[config.mk]
export PLATFORM = sky130hd
export DESIGN_NAME = alu_rs_flat
export DESIGN_NICKNAME = d
export VERILOG_FILES = /design/src/rtl/alu_rs_pkg.sv /design/src/rtl/alu_rs_if.sv /design/src/rtl/alu_rs_age_picker.sv /design/src/rtl/alu_rs.sv /design/src/flat_wrapper.sv
export SDC_FILE = /design/constraint.sdc
export NUM_CORES = 1
export LEC_CHECK = 0
export ABC_CLOCK_PERIOD_IN_PS = 14910
export CELL_PAD_IN_SITES_DETAIL_PLACEMENT = 2
export CELL_PAD_IN_SITES_GLOBAL_PLACEMENT = 2
export CORE_MARGIN = 3
export CORE_UTILIZATION = 34
export CTS_CLUSTER_DIAMETER = 100
export DETAILED_ROUTE_END_ITERATION = 10
export PLACE_DENSITY_LB_ADDON = 0.1
export SETUP_SLACK_MARGIN = 0.4
export SLEW_MARGIN = 0
export SYNTH_ARGS = -nofsm -noshare
export SYNTH_HDL_FRONTEND = slang
export SYNTH_SLANG_ARGS = --single-unit
[constraint.sdc]
create_clock -name clk -period 14.91 [get_ports clk]
set_clock_uncertainty 0.15 [all_clocks]
set_input_delay 2.2365 -clock clk [delete_from_list [all_inputs] [get_ports clk]]
set_output_delay 2.2365 -clock clk [all_outputs]
set_load 0.02 [all_outputs]
[src/rtl/alu_rs_pkg.sv]
// alu_rs_pkg: default widths, free-tag encoding and ALU opcodes
// shared by the decoder, the ALU reservation station and the ALU.
package alu_rs_pkg;

    localparam int RS_ENTRIES = 4;
    localparam int RS_TAG_W   = 4;
    localparam int RS_DATA_W  = 32;
    localparam int RS_OP_W    = 5;

    // Tag MSB set means the operand value is present.
    localparam logic [RS_TAG_W-1:0] tagFree =
        {1'b1, {(RS_TAG_W-1){1'b0}}};

    typedef enum logic [RS_OP_W-1:0] {
        ALU_ADD  = 5'd0,
        ALU_SUB  = 5'd1,
        ALU_AND  = 5'd2,
        ALU_OR   = 5'd3,
        ALU_XOR  = 5'd4,
        ALU_SLL  = 5'd5,
        ALU_SRL  = 5'd6,
        ALU_SRA  = 5'd7,
        ALU_SLT  = 5'd8,
        ALU_SLTU = 5'd9
    } alu_op_e;

endpackage

[src/rtl/alu_rs_if.sv]
// alu_rs_if: dispatch, CDB and issue signals of the ALU station.
// master = decoder/CDB/ALU side, slave = reservation station.
interface alu_rs_if #(
    parameter int TAG_W  = 4,
    parameter int DATA_W = 32,
    parameter int OP_W   = 5
);
    logic              flush;
    logic              dispEnable;
    logic [OP_W-1:0]   dispOp;
    logic [TAG_W-2:0]  dispDest;
    logic [TAG_W-1:0]  dispTag1;
    logic [TAG_W-1:0]  dispTag2;
    logic [DATA_W-1:0] dispData1;
    logic [DATA_W-1:0] dispData2;
    logic              rsFull;
    logic              cdbValid;
    logic [TAG_W-2:0]  cdbTag;
    logic [DATA_W-1:0] cdbData;
    logic              issueReady;
    logic              issueValid;
    logic [OP_W-1:0]   issueOp;
    logic [TAG_W-2:0]  issueDest;
    logic [DATA_W-1:0] issueA;
    logic [DATA_W-1:0] issueB;

    modport master (
        output flush, dispEnable, dispOp, dispDest,
        output dispTag1, dispTag2, dispData1, dispData2,
        output cdbValid, cdbTag, cdbData, issueReady,
        input  rsFull, issueValid, issueOp, issueDest,
        input  issueA, issueB
    );

    modport slave (
        input  flush, dispEnable, dispOp, dispDest,
        input  dispTag1, dispTag2, dispData1, dispData2,
        input  cdbValid, cdbTag, cdbData, issueReady,
        output rsFull, issueValid, issueOp, issueDest,
        output issueA, issueB
    );

endinterface

[src/rtl/alu_rs_age_picker.sv]
// rs_age_picker: age matrix tracking dispatch order of N slots and
// a one-hot grant of the oldest ready slot.
// Ports: clk, rst, alloc_oh (slot allocated), free_oh (slot issued),
//        ready (slot issuable), grant (oldest ready, one-hot).
module rs_age_picker #(
    parameter int N = 4
) (
    input  logic         clk,
    input  logic         rst,
    input  logic [N-1:0] alloc_oh,
    input  logic [N-1:0] free_oh,
    input  logic [N-1:0] ready,
    output logic [N-1:0] grant
);

    // older[i][j] = 1 when slot i was dispatched before slot j.
    logic [N-1:0] older [N];

    always_ff @(posedge clk or posedge rst) begin
        if (rst) begin
            for (int i = 0; i < N; i++) older[i] <= '0;
        end else begin
            for (int i = 0; i < N; i++) begin
                for (int j = 0; j < N; j++) begin
                    if (i != j) begin
                        // A new slot is younger than everyone.
                        if (alloc_oh[i])
                            older[i][j] <= 1'b0;
                        else if (alloc_oh[j])
                            older[i][j] <= 1'b1;
                        else if (free_oh[i])
                            older[i][j] <= 1'b0;
                    end
                end
            end
        end
    end

    // A ready slot wins when no other ready slot is older.
    always_comb begin
        grant = '0;
        for (int i = 0; i < N; i++) begin
            grant[i] = ready[i];
            for (int j = 0; j < N; j++) begin
                if (ready[j] && older[j][i]) grant[i] = 1'b0;
            end
        end
    end

endmodule

[src/rtl/alu_rs.sv]
// alu_rs: ALU reservation station. Buffers dispatched ops, captures
// CDB results and issues the oldest op whose operands are ready.
// Ports: clk, rst (async, active-high), bus (alu_rs_if.slave).
import alu_rs_pkg::*;

module alu_rs #(
    parameter int ENTRIES = RS_ENTRIES,
    parameter int TAG_W   = RS_TAG_W,
    parameter int DATA_W  = RS_DATA_W,
    parameter int OP_W    = RS_OP_W
) (
    input  logic     clk,
    input  logic     rst,
    alu_rs_if.slave  bus
);

    localparam logic [TAG_W-1:0] TAG_FREE =
        {1'b1, {(TAG_W-1){1'b0}}};

    logic [ENTRIES-1:0] valid;
    logic [OP_W-1:0]    op_q    [ENTRIES];
    logic [TAG_W-2:0]   dest_q  [ENTRIES];
    logic [TAG_W-1:0]   tag1_q  [ENTRIES];
    logic [TAG_W-1:0]   tag2_q  [ENTRIES];
    logic [DATA_W-1:0]  data1_q [ENTRIES];
    logic [DATA_W-1:0]  data2_q [ENTRIES];

    logic [ENTRIES-1:0] wake1, wake2, ready_v;
    logic [ENTRIES-1:0] alloc_oh, grant, issue_oh;
    logic               alloc, fire, byp1, byp2;
    logic [TAG_W-1:0]   in_tag1, in_tag2;
    logic [DATA_W-1:0]  in_data1, in_data2;

    assign bus.rsFull = &valid;
    assign alloc = bus.dispEnable && !bus.rsFull && !bus.flush;

    // Lowest clear bit of valid; zero when full.
    assign alloc_oh = alloc ? (~valid & (valid + 1'b1)) : '0;

    assign byp1 = !bus.dispTag1[TAG_W-1] && bus.cdbValid &&
                  bus.dispTag1[TAG_W-2:0] == bus.cdbTag;
    assign byp2 = !bus.dispTag2[TAG_W-1] && bus.cdbValid &&
                  bus.dispTag2[TAG_W-2:0] == bus.cdbTag;
    assign in_tag1  = byp1 ? TAG_FREE    : bus.dispTag1;
    assign in_tag2  = byp2 ? TAG_FREE    : bus.dispTag2;
    assign in_data1 = byp1 ? bus.cdbData : bus.dispData1;
    assign in_data2 = byp2 ? bus.cdbData : bus.dispData2;

    always_comb begin
        for (int i = 0; i < ENTRIES; i++) begin
            wake1[i] = valid[i] && !tag1_q[i][TAG_W-1] &&
                       bus.cdbValid &&
                       tag1_q[i][TAG_W-2:0] == bus.cdbTag;
            wake2[i] = valid[i] && !tag2_q[i][TAG_W-1] &&
                       bus.cdbValid &&
                       tag2_q[i][TAG_W-2:0] == bus.cdbTag;
            ready_v[i] = valid[i] && tag1_q[i][TAG_W-1] &&
                         tag2_q[i][TAG_W-1];
        end
    end

    rs_age_picker #(.N(ENTRIES)) u_picker (
        .clk      (clk),
        .rst      (rst),
        .alloc_oh (alloc_oh),
        .free_oh  (issue_oh),
        .ready    (ready_v),
        .grant    (grant)
    );

    assign bus.issueValid = |grant;
    assign fire     = bus.issueValid && bus.issueReady;
    assign issue_oh = fire ? grant : '0;

    always_comb begin
        bus.issueOp   = '0;
        bus.issueDest = '0;
        bus.issueA    = '0;
        bus.issueB    = '0;
        for (int i = 0; i < ENTRIES; i++) begin
            if (grant[i]) begin
                bus.issueOp   = op_q[i];
                bus.issueDest = dest_q[i];
                bus.issueA    = data1_q[i];
                bus.issueB    = data2_q[i];
            end
        end
    end

    always_ff @(posedge clk or posedge rst) begin
        if (rst) begin
            valid <= '0;
            for (int i = 0; i < ENTRIES; i++) begin
                op_q[i]    <= '0;
                dest_q[i]  <= '0;
                tag1_q[i]  <= TAG_FREE;
                tag2_q[i]  <= TAG_FREE;
                data1_q[i] <= '0;
                data2_q[i] <= '0;
            end
        end else begin
            for (int i = 0; i < ENTRIES; i++) begin
                if (bus.flush) begin
                    valid[i] <= 1'b0;
                end else if (alloc_oh[i]) begin
                    valid[i]   <= 1'b1;
                    op_q[i]    <= bus.dispOp;
                    dest_q[i]  <= bus.dispDest;
                    tag1_q[i]  <= in_tag1;
                    tag2_q[i]  <= in_tag2;
                    data1_q[i] <= in_data1;
                    data2_q[i] <= in_data2;
                end else begin
                    if (issue_oh[i]) valid[i] <= 1'b0;
                    if (wake1[i]) begin
                        tag1_q[i]  <= TAG_FREE;
                        data1_q[i] <= bus.cdbData;
                    end
                    if (wake2[i]) begin
                        tag2_q[i]  <= TAG_FREE;
                        data2_q[i] <= bus.cdbData;
                    end
                end
            end
        end
    end

endmodule

[src/flat_wrapper.sv]
// flat-port wrapper written by rule: the top's interface ports become plain ports
module alu_rs_flat 
#(
    parameter int ENTRIES = RS_ENTRIES,
    parameter int TAG_W   = RS_TAG_W,
    parameter int DATA_W  = RS_DATA_W,
    parameter int OP_W    = RS_OP_W
)
  (clk, rst, bus_flush, bus_dispEnable, bus_dispOp, bus_dispDest, bus_dispTag1, bus_dispTag2, bus_dispData1, bus_dispData2, bus_cdbValid, bus_cdbTag, bus_cdbData, bus_issueReady, bus_rsFull, bus_issueValid, bus_issueOp, bus_issueDest, bus_issueA, bus_issueB);
  alu_rs_if #(.TAG_W(TAG_W), .DATA_W(DATA_W), .OP_W(OP_W)) bus_i ();
  input  logic clk;
  input  logic rst;
  input wire logic [$bits(bus_i.flush)-1:0] bus_flush;
  input wire logic [$bits(bus_i.dispEnable)-1:0] bus_dispEnable;
  input wire logic [$bits(bus_i.dispOp)-1:0] bus_dispOp;
  input wire logic [$bits(bus_i.dispDest)-1:0] bus_dispDest;
  input wire logic [$bits(bus_i.dispTag1)-1:0] bus_dispTag1;
  input wire logic [$bits(bus_i.dispTag2)-1:0] bus_dispTag2;
  input wire logic [$bits(bus_i.dispData1)-1:0] bus_dispData1;
  input wire logic [$bits(bus_i.dispData2)-1:0] bus_dispData2;
  input wire logic [$bits(bus_i.cdbValid)-1:0] bus_cdbValid;
  input wire logic [$bits(bus_i.cdbTag)-1:0] bus_cdbTag;
  input wire logic [$bits(bus_i.cdbData)-1:0] bus_cdbData;
  input wire logic [$bits(bus_i.issueReady)-1:0] bus_issueReady;
  output wire logic [$bits(bus_i.rsFull)-1:0] bus_rsFull;
  output wire logic [$bits(bus_i.issueValid)-1:0] bus_issueValid;
  output wire logic [$bits(bus_i.issueOp)-1:0] bus_issueOp;
  output wire logic [$bits(bus_i.issueDest)-1:0] bus_issueDest;
  output wire logic [$bits(bus_i.issueA)-1:0] bus_issueA;
  output wire logic [$bits(bus_i.issueB)-1:0] bus_issueB;
  assign bus_i.flush = bus_flush;
  assign bus_i.dispEnable = bus_dispEnable;
  assign bus_i.dispOp = bus_dispOp;
  assign bus_i.dispDest = bus_dispDest;
  assign bus_i.dispTag1 = bus_dispTag1;
  assign bus_i.dispTag2 = bus_dispTag2;
  assign bus_i.dispData1 = bus_dispData1;
  assign bus_i.dispData2 = bus_dispData2;
  assign bus_i.cdbValid = bus_cdbValid;
  assign bus_i.cdbTag = bus_cdbTag;
  assign bus_i.cdbData = bus_cdbData;
  assign bus_i.issueReady = bus_issueReady;
  assign bus_rsFull = bus_i.rsFull;
  assign bus_issueValid = bus_i.issueValid;
  assign bus_issueOp = bus_i.issueOp;
  assign bus_issueDest = bus_i.issueDest;
  assign bus_issueA = bus_i.issueA;
  assign bus_issueB = bus_i.issueB;
  alu_rs #(.ENTRIES(ENTRIES), .TAG_W(TAG_W), .DATA_W(DATA_W), .OP_W(OP_W)) u_core (.clk(clk), .rst(rst), .bus(bus_i));
endmodule
==> impl_metrics.py, run 1 <==
metrics = {
    "setup_path": {
        "slowest_stage": "buf_4",
        "path_cells": "and3_1 -> nand2_1 -> o2111ai_4 -> buf_4 -> buf_4 -> o21ai_0 -> o21ai_1 -> clkdlybuf4s50_1",
        "endpoint_kind": "primary output",
        "path_buf_inv": 3,
        "critPathTopFamily": "buffers and inverters",
        "cp.arrival_ns": 4.39,
        "start_kind": "flip-flop",
        "critical_path.max_stage_delay_ns": 0.86,
        "required_ns": 12.52,
        "path_class": "reg -> out",
        "cp_common_cell": "buf_4",
        "crit_fanout": 96,
    },
    "clocking": {
        "clock_sinks": 336,
        "cts_buffer_depth": 3,
        "cts_inserted_buffers": 41,
        "clkTransAtPathRegs_ns": 0.06,
        "post_cts_resized": 0,
        "cts_tree": "yes",
        "clock_latency_ns": 0.57,
        "cts_setup_buffers": 0,
        "cts_root_buf": "clkbuf_16",
        "htree_levels": 2,
        "postCtsHoldBufs": 0,
    },
    "route": {
        "drt_wl_total_um": 73100,
        "via_per_inst": 6.10,
        "drc_errors": 0,
        "antenna_left": 0,
        "vias": 15800,
        "avgRoutedWirePerCell_um": 28.2,
        "drt_iter0_markers": 1179,
        "drtPass1Iterations": 5,
    },
    "run_status": {
        "status": "completed",
    },
    "timing": {
        "timing.fmax_mhz": 147,
        "tns_ns": 0,
        "timing.slew.headroom": 0.211,
        "finalHoldViolations": 0,
        "final_max_slew_viol_count": 0,
        "grt_setup_unrepaired": "no",
        "period_minus_slack_ns": 6.78,
        "worstMarginPinSlew_ns": 1.18,
        "setup_viol": 0,
        "fin_ws_ns": 8.13,
        "min_period_over_period": 0.455,
    },
    "yosys": {
        "synth_area_um2": 16200,
        "ys_ff_latch": 336,
        "yosys_warnings": 4,
        "synth.distinct_cells": 43,
        "synth_top_flop_cell": "dfrtp_1",
        "netlist_instances": 1837,
        "synthArstFlopShare": 1.00,
        "syn_area_per_cell_um2": 8.80,
        "syn_nets": 1958,
        "synth_edf_count": 0,
        "yosysSeqAreaShare": 0.520,
    },
    "floorplanning": {
        "rows": 79,
        "start_util": 0.346,
        "die_w_um": 224,
        "dieHeight_um": 224,
        "core-area_um2": 46800,
        "dieArea_um2": 50200,
        "io_pins": 195,
    },
    "place": {
        "dpl.hpwl_um": 42100,
        "place_ws_ns": 8.79,
        "gp_congestion": 0.790,
        "placed_area_um2": 18500,
        "numPortBuffers": 194,
    },
    "cells_and_area": {
        "regArea_um2": 8420,
        "syn2layout_area_growth_pct": 22.6,
        "nets": 2081,
        "final_common_cell": "dfrtp_1",
        "fin_util": 0.424,
        "layout_common_cells": "dfrtp_1 (328), nand2_1 (275), o22ai_1 (258)",
        "stdcell_area_um2": 19800,
        "multi_input_area_um2": 6930,
        "fill_cells": 5123,
        "num_antenna_cells": 0,
        "drive_above_1_share": 0.0724,
    },
    "global_route": {
        "antenna_found_initial": 3,
        "grt_usage": 0.288,
        "grt_max_degree": 145,
        "grt_pass1_vias": 17600,
        "grt-ovfl-total": 0,
        "grt_pass1_wl_um": 111000,
    },
    "pwr": {
        "vdd_drop_max_uv": 80.5,
        "power.total_mw": 2.88,
        "power.leakage_nw": 8.04,
        "powerDensity_nw_per_um2": 145,
    },
    "hold_path": {
        "hold_path_class": "reg -> reg",
    },
    "job": {
        "cap_violations": 0,
    },
}
-- synth_stat cells, types with 6 or more instances --
master | number | area share
and3_1 | 75 | 0.029
buf_2 | 56 | 0.017
a31o_2 | 6 | 0.0032
buf_4 | 17 | 0.0079
nand4_1 | 14 | 0.0054
dfrtp_1 | 328 | 0.51
o22ai_1 | 258 | 0.10
nor2_1 | 141 | 0.033
nand2_1 | 275 | 0.064
nand3_1 | 98 | 0.030
buf_6 | 8 | 0.0056
inv_1 | 38 | 0.0088
buf_1 | 10 | 0.0023
and4bb_2 | 6 | 0.0046
a21oi_1 | 196 | 0.061
o21ai_1 | 70 | 0.022
xnor2_1 | 30 | 0.016
a22oi_1 | 6 | 0.0028
dfstp_2 | 8 | 0.013
clkbuf_1 | 61 | 0.014
o21ai_0 | 96 | 0.030
-- cell families (layout without fill, tap and decap cells) --
kind of cell | Yosys count | count (layout) | share of synthesized area
buf+inv | 191 | 342 | 0.0564
flops | 336 | 336 | 0.520
compound gates | 656 | 656 | 0.234
xor+xnor | 30 | 30 | 0.0162
simple gates | 624 | 624 | 0.173
-- worst min-delay path, delay by kind of cell, from the launching register on --
kind / cells / cell delay (ns)
DFF: 1 / 0.34
and+or+nand+nor: 2 / 0.10
-- power breakdown --
part | internal [mW] | total, mW | switching (mW)
clock network | 0.605 | 1.02 | 0.413
logic | 0.238 | 0.563 | 0.325
registers | 1.15 | 1.29 | 0.145
total | 1.99 | 2.88 | 0.883
-- sequential cells by signal, summed over array words and instances, names as in the netlist --
register	cells
u_core.u_picker.older	12
u_core.tag2_q	16
u_core.op_q	20
u_core.data2_q	128
u_core.valid	4
u_core.dest_q	12
u_core.tag1_q	16
u_core.data1_q	128
-- stage by stage --
step	instances	hold slack, ns
2_1_floorplan	1837	0.290
3_5_place_dp	2524	0.311
6_report	2595	0.324
3_3_place_gp	2524	0.303
4_1_cts	2595	0.324
5_1_grt	2595	0.337
-- per-layer routing --
| layer | GRT usage | share of wire | up-vias |
|---|---|---|---|
| met5 | 0 | 0.00034 | - |
| met4 | 0.0920 | 0.028 | 6 |
| met3 | 0.0380 | 0.046 | 127 |
| met2 | 0.486 | 0.49 | 453 |
| met1 | 0.385 | 0.44 | 8398 |
| li1 | - | - | 6838 |
-- area by class of cell --
| class | instances | area share |
|---|---|---|
| multi-input combinational | 1310 | 0.349 |
| tap | 607 | 0.0383 |
| timing repair buffer | 233 | 0.113 |
| sequential | 336 | 0.424 |
| clock buffer | 63 | 0.0626 |
| clock inverter | 8 | 0.00473 |
| inverter | 38 | 0.00757 |
-- path summary, 6_finish.rpt --
path | start | end | slack (ns) | cells past startpoint
worst min-delay path | u_core.dest_q[3]$_DFFE_PP0P_ | u_core.dest_q[3]$_DFFE_PP0P_ | 0.32 | 2
worst max-delay path | u_core.tag1_q[15]$_DFFE_PP1P_ | bus_issueB[31] | 8.13 | 8
worst max register to register | u_core.valid[3]$_DFFE_PP0P_ | u_core.u_picker.older[1]$_DFFE_PP0P_ | 11.78 | 6
min in group asynchronous | rst | u_core.data2_q[29]$_DFFE_PP0P_ | 2.15 | 2
max in group asynchronous | rst | u_core.data1_q[27]$_DFFE_PP0P_ | 11.02 | 3
worst min register to register | u_core.dest_q[3]$_DFFE_PP0P_ | u_core.dest_q[3]$_DFFE_PP0P_ | 0.32 | 2
(Power assumes the default switching activity.)
==> run 2: changes to the inputs <==
--- a/config.mk
+++ b/config.mk
@@ -5,11 +5,11 @@
 export SDC_FILE = /design/constraint.sdc
 export NUM_CORES = 1
 export LEC_CHECK = 0
-export ABC_CLOCK_PERIOD_IN_PS = 14910
+export ABC_CLOCK_PERIOD_IN_PS = 5800
 export CELL_PAD_IN_SITES_DETAIL_PLACEMENT = 2
 export CELL_PAD_IN_SITES_GLOBAL_PLACEMENT = 2
 export CORE_MARGIN = 3
-export CORE_UTILIZATION = 34
+export CORE_UTILIZATION = 31
 export CTS_CLUSTER_DIAMETER = 100
 export DETAILED_ROUTE_END_ITERATION = 10
 export PLACE_DENSITY_LB_ADDON = 0.1
==> constraint.sdc (replaced) <==
create_clock -name clk -period 5.8 [get_ports clk]
set_clock_uncertainty 0.15 [all_clocks]
set_input_delay 0.87 -clock clk [delete_from_list [all_inputs] [get_ports clk]]
set_output_delay 0.87 -clock clk [all_outputs]
set_load 0.02 [all_outputs]
==> impl_metrics.py, run 2 (synthesized netlist as in run 1, its figures left out) <==
metrics = {
    "route": {
        "via_per_inst": 5.83,
        "vias": 15700,
        "drtPass1Iterations": 5,
        "antenna_left": 0,
        "drt_iter0_markers": 1112,
        "drc_errors": 0,
        "avgRoutedWirePerCell_um": 28.1,
        "drt_wl_total_um": 75600,
    },
    "floorplanning": {
        "io_pins": 195,
        "rows": 83,
        "core-area_um2": 51500,
        "dieArea_um2": 55000,
        "die_w_um": 234,
        "start_util": 0.314,
        "dieHeight_um": 234,
    },
    "place": {
        "numPortBuffers": 194,
        "dp.cells": 2617,
        "gp_congestion": 0.804,
        "dpl.hpwl_um": 46800,
    },
    "hold_path": {
        "hold_path_class": "reg -> reg",
    },
    "pwr": {
        "vdd_drop_max_uv": 196,
        "power.leakage_nw": 8.25,
        "powerDensity_nw_per_um2": 377,
    },
    "cells_and_area": {
        "drive_above_1_share": 0.0854,
        "reg_top3": "u_core.data1_q: 128 flops, u_core.data2_q: 128 flops, u_core.op_q: 20 flops",
        "final_cells": 2695,
        "nets": 2102,
        "final_common_cell": "dfrtp_1",
        "syn2layout_area_growth_pct": 25.7,
        "fill_cells": 5649,
        "regArea_um2": 8420,
        "multi_input_area_um2": 6950,
        "layout_common_cells": "dfrtp_1 (328), nand2_1 (275), o22ai_1 (258)",
    },
    "timing": {
        "final_max_slew_viol_count": 0,
        "period_minus_slack_ns": 4.98,
        "grt_setup_unrepaired": "no",
        "finalHoldViolations": 0,
        "timing.slew.headroom": 0.209,
        "min_period_over_period": 0.859,
        "tns_ns": 0,
        "timing.fmax_mhz": 201,
        "worstMarginPinSlew_ns": 1.19,
        "setup_viol": 0,
    },
    "clocking": {
        "htree_levels": 2,
        "clkTransAtPathRegs_ns": 0.07,
        "cts_tree": "yes",
        "clock_sinks": 336,
        "clock_latency_ns": 0.59,
        "cts_inserted_buffers": 42,
        "cts_setup_buffers": 0,
        "postCtsHoldBufs": 0,
        "cts_buffer_depth": 3,
        "post_cts_resized": 0,
        "cts_root_buf": "clkbuf_16",
    },
    "setup_path": {
        "start_kind": "flip-flop",
        "cp.arrival_ns": 3.96,
        "rrSetupSlack_ns": 2.71,
        "required_ns": 4.78,
        "path_class": "reg -> out",
        "endpoint_kind": "primary output",
        "crit_fanout": 40,
    },
    "run_status": {
        "status": "completed",
    },
    "global_route": {
        "grt_max_degree": 122,
        "grt_pass1_vias": 17400,
        "grt_pass1_wl_um": 113000,
        "grt_usage": 0.275,
        "antenna_found_initial": 5,
        "grt-ovfl-total": 0,
    },
    "job": {
        "cap_violations": 0,
    },
}
[run 2: routing by layer]
layer / up-vias / wire length (um) / GRT usage
li1: 6897 / - / -
met1: 8300 / 33500 / 0.370
met2: 390 / 36700 / 0.462
met3: 117 / 3690 / 0.0456
met4: 6 / 1780 / 0.0717
met5: - / 43 / 0
[run 2: where the power goes]
part	leakage (nW)	total [mW]	switching [mW]	internal [mW]
clock	0.741	2.86	1.09	1.77
sequential	4.01	3.35	0.393	2.96
combinational	3.50	1.46	0.840	0.622
[run 2: worst max-delay path: stages (launching register included)]
cell and delay [ns]:
dfstp_2 0.59, and3_1 0.33, o2111a_4 0.71, buf_4 0.39
nand3_1 0.11, and3_1 0.19, o21ai_1 0.34, clkdlybuf4s50_1 0.69
[run 2: path summary, 6_finish.rpt]
path / from / depth (start not counted) / endpoint
min: u_core.dest_q[0]$_DFFE_PP0P_ / 2 / u_core.dest_q[0]$_DFFE_PP0P_
max in group asynchronous: rst / 3 / u_core.data1_q[72]$_DFFE_PP0P_
min reg2reg: u_core.dest_q[0]$_DFFE_PP0P_ / 2 / u_core.dest_q[0]$_DFFE_PP0P_
max: u_core.tag1_q[15]$_DFFE_PP1P_ / 7 / bus_issueA[29]
max reg2reg: u_core.valid[3]$_DFFE_PP0P_ / 6 / u_core.valid[3]$_DFFE_PP0P_
min in group asynchronous: rst / 2 / u_core.data1_q[84]$_DFFE_PP0P_
[run 2: final cells by class]
class / count / share of cell area
diodes: 2 / 0.000246
well taps: 680 / 0.0418
clock inverters: 12 / 0.00911
multi-input cells: 1310 / 0.342
clock buffers: 64 / 0.0643
repair buffers: 253 / 0.122
inverters: 38 / 0.00720
flip-flops and latches: 336 / 0.414
[run 2: through the flow]
stage          power [mW]  setup slack [ns]  area [um2]  hold slack, ns  utilization
2_1_floorplan        4.15             0.296       16200           0.290            -
6_report             7.67             0.817       20300           0.326        0.395
3_3_place_gp         4.72              1.51       18800           0.304        0.366
4_1_cts              7.72             0.834       20300           0.332        0.395
3_5_place_dp         4.82              1.48       18800           0.316        0.366
5_1_grt              8.07             0.633       20300           0.350        0.395
==> run 3: changes to the inputs <==
--- a/config.mk
+++ b/config.mk
@@ -6,13 +6,12 @@
 export NUM_CORES = 1
 export LEC_CHECK = 0
 export ABC_CLOCK_PERIOD_IN_PS = 5800
-export CELL_PAD_IN_SITES_DETAIL_PLACEMENT = 2
-export CELL_PAD_IN_SITES_GLOBAL_PLACEMENT = 2
 export CORE_MARGIN = 3
-export CORE_UTILIZATION = 31
+export CORE_UTILIZATION = 51
 export CTS_CLUSTER_DIAMETER = 100
 export DETAILED_ROUTE_END_ITERATION = 10
-export PLACE_DENSITY_LB_ADDON = 0.1
+export PLACE_DENSITY = 0.77
+export REMOVE_ABC_BUFFERS = 1
 export SETUP_SLACK_MARGIN = 0.4
 export SLEW_MARGIN = 0
 export SYNTH_ARGS = -nofsm -noshare
==> impl_metrics.py, run 3 (synthesized netlist as in run 1, its figures left out) <==
metrics = {
    "cells_and_area": {
        "drive_above_1_share": 0.0760,
        "syn2layout_area_growth_pct": 21.0,
        "stdcell_area_um2": 19600,
        "layout_common_cells": "dfrtp_1 (328), nand2_1 (275), o22ai_1 (258)",
        "nets": 2082,
        "reg_top3": "u_core.data1_q: 128 flops, u_core.data2_q: 128 flops, u_core.op_q: 20 flops",
        "final_common_cell": "dfrtp_1",
        "fin_util": 0.633,
    },
    "clocking": {
        "postCtsHoldBufs": 0,
        "clock_sinks": 336,
        "cts_setup_buffers": 0,
        "cts_tree": "yes",
        "htree_levels": 2,
        "clock_latency_ns": 0.53,
        "cts_buffer_depth": 3,
        "post_cts_resized": 0,
        "clkTransAtPathRegs_ns": 0.06,
        "cts_inserted_buffers": 37,
        "cts_root_buf": "clkbuf_16",
    },
    "timing": {
        "whs_ns": 0.320,
        "setup_viol": 0,
        "min_period_over_period": 0.852,
        "worstMarginPinSlew_ns": 1.41,
        "timing.fmax_mhz": 202,
        "finalHoldViolations": 0,
        "grt_setup_unrepaired": "no",
        "tns_ns": 0,
        "timing.slew.headroom": 0.0627,
        "period_minus_slack_ns": 4.94,
        "final_max_slew_viol_count": 0,
    },
    "setup_path": {
        "endpoint_kind": "primary output",
        "crit_fanout": 39,
        "cp.arrival_ns": 3.92,
        "path_class": "reg -> out",
        "required_ns": 4.78,
        "start_kind": "flip-flop",
    },
    "place": {
        "numPortBuffers": 194,
        "dpl.hpwl_um": 34200,
        "gp_congestion": 0.890,
        "placed_area_um2": 18300,
    },
    "pwr": {
        "power.leakage_nw": 8.04,
        "p_comb_frac": 0.197,
        "vdd_drop_max_uv": 237,
        "p_sw_mw": 2.14,
        "powerDensity_nw_per_um2": 366,
        "p_int_mw": 5.02,
        "clock_power_share": 0.339,
        "power_frac_seq": 0.464,
        "switching_share": 0.299,
    },
    "route": {
        "vias": 16300,
        "antenna_left": 0,
        "via_per_inst": 6.85,
        "drc_errors": 0,
        "drtPass1Iterations": 6,
        "drt_iter0_markers": 2367,
        "avgRoutedWirePerCell_um": 24.6,
        "drt_wl_total_um": 58600,
    },
    "global_route": {
        "antenna_found_initial": 2,
        "grt_usage": 0.335,
        "grt_pass1_vias": 16200,
        "grt_pass1_wl_um": 89700,
        "grt-ovfl-total": 0,
        "grt_max_degree": 130,
    },
    "floorplanning": {
        "dieHeight_um": 184,
        "start_util": 0.523,
        "rows": 64,
        "io_pins": 195,
        "die_w_um": 184,
        "core-area_um2": 30900,
        "dieArea_um2": 33900,
    },
    "hold_path": {
        "hold_path_class": "reg -> reg",
    },
    "job": {
        "cap_violations": 0,
    },
    "run_status": {
        "status": "completed",
    },
}
==> run 3: path summary, 6_finish.rpt <==
| kind | start | to | slack, ns | cells past startpoint |
|---|---|---|---|---|
| setup reg to reg | u_core.valid[1]$_DFFE_PP0P_ | u_core.data2_q[50]$_DFFE_PP0P_ | 2.64 | 4 |
| hold / removal | u_core.dest_q[5]$_DFFE_PP0P_ | u_core.dest_q[5]$_DFFE_PP0P_ | 0.32 | 2 |
| hold reg to reg | u_core.dest_q[5]$_DFFE_PP0P_ | u_core.dest_q[5]$_DFFE_PP0P_ | 0.32 | 2 |
| setup / recovery | u_core.tag2_q[15]$_DFFE_PP1P_ | bus_issueB[21] | 0.86 | 7 |
| max in group asynchronous | rst | u_core.data1_q[58]$_DFFE_PP0P_ | 3.66 | 3 |
| min in group asynchronous | rst | u_core.data2_q[66]$_DFFE_PP0P_ | 0.69 | 2 |
==> run 3: metal layers <==
layer | share of wire | global-route usage
met1 | 0.37 | 0.443
met2 | 0.45 | 0.516
met3 | 0.13 | 0.0922
met4 | 0.044 | 0.158
met5 | 0.00020 | 0
==> run 3: through the flow <==
| stage | setup slack, ns | power (mW) | cells |
|---|---|---|---|
| after floorplan | -4.52 | 4.12 | 1684 |
| after global placement | 1.42 | 4.62 | 2318 |
| after detailed placement | 1.35 | 4.70 | 2318 |
| after CTS | 0.967 | 7.12 | 2383 |
| after global routing | 0.828 | 7.45 | 2384 |
| final | 0.859 | 7.16 | 2384 |
==> run 3: power groups by stage <==
stage,Clock [mW],Sequential [mW],Combinational [mW]
finish,2.43,3.32,1.41
global placement,0,3.30,1.32
floorplan,0,3.23,0.883
CTS,2.43,3.29,1.39
global route,2.53,3.37,1.55
detailed placement,0,3.33,1.37
==> run 3: critical path, stage by stage, from the launching register on <==
cell	delay, ns
dfstp_2	0.60
and3_1	0.29
o2111a_2	1.00
buf_4	0.32
nand3_1	0.09
and3_1	0.18
o21ai_1	0.25
clkdlybuf4s50_1	0.66
==> run 3: final cells by class <==
type	instances	area [um2]
Timing Repair Buffer	238	2320
Clock inverter	16	168
Tap cell	396	495
Antenna cell	1	2.50
Multi-Input combinational cell	1310	6940
Sequential cell	336	8420
Fill cell	2493	11300
Clock buffer	49	1080
Inverter	38	150
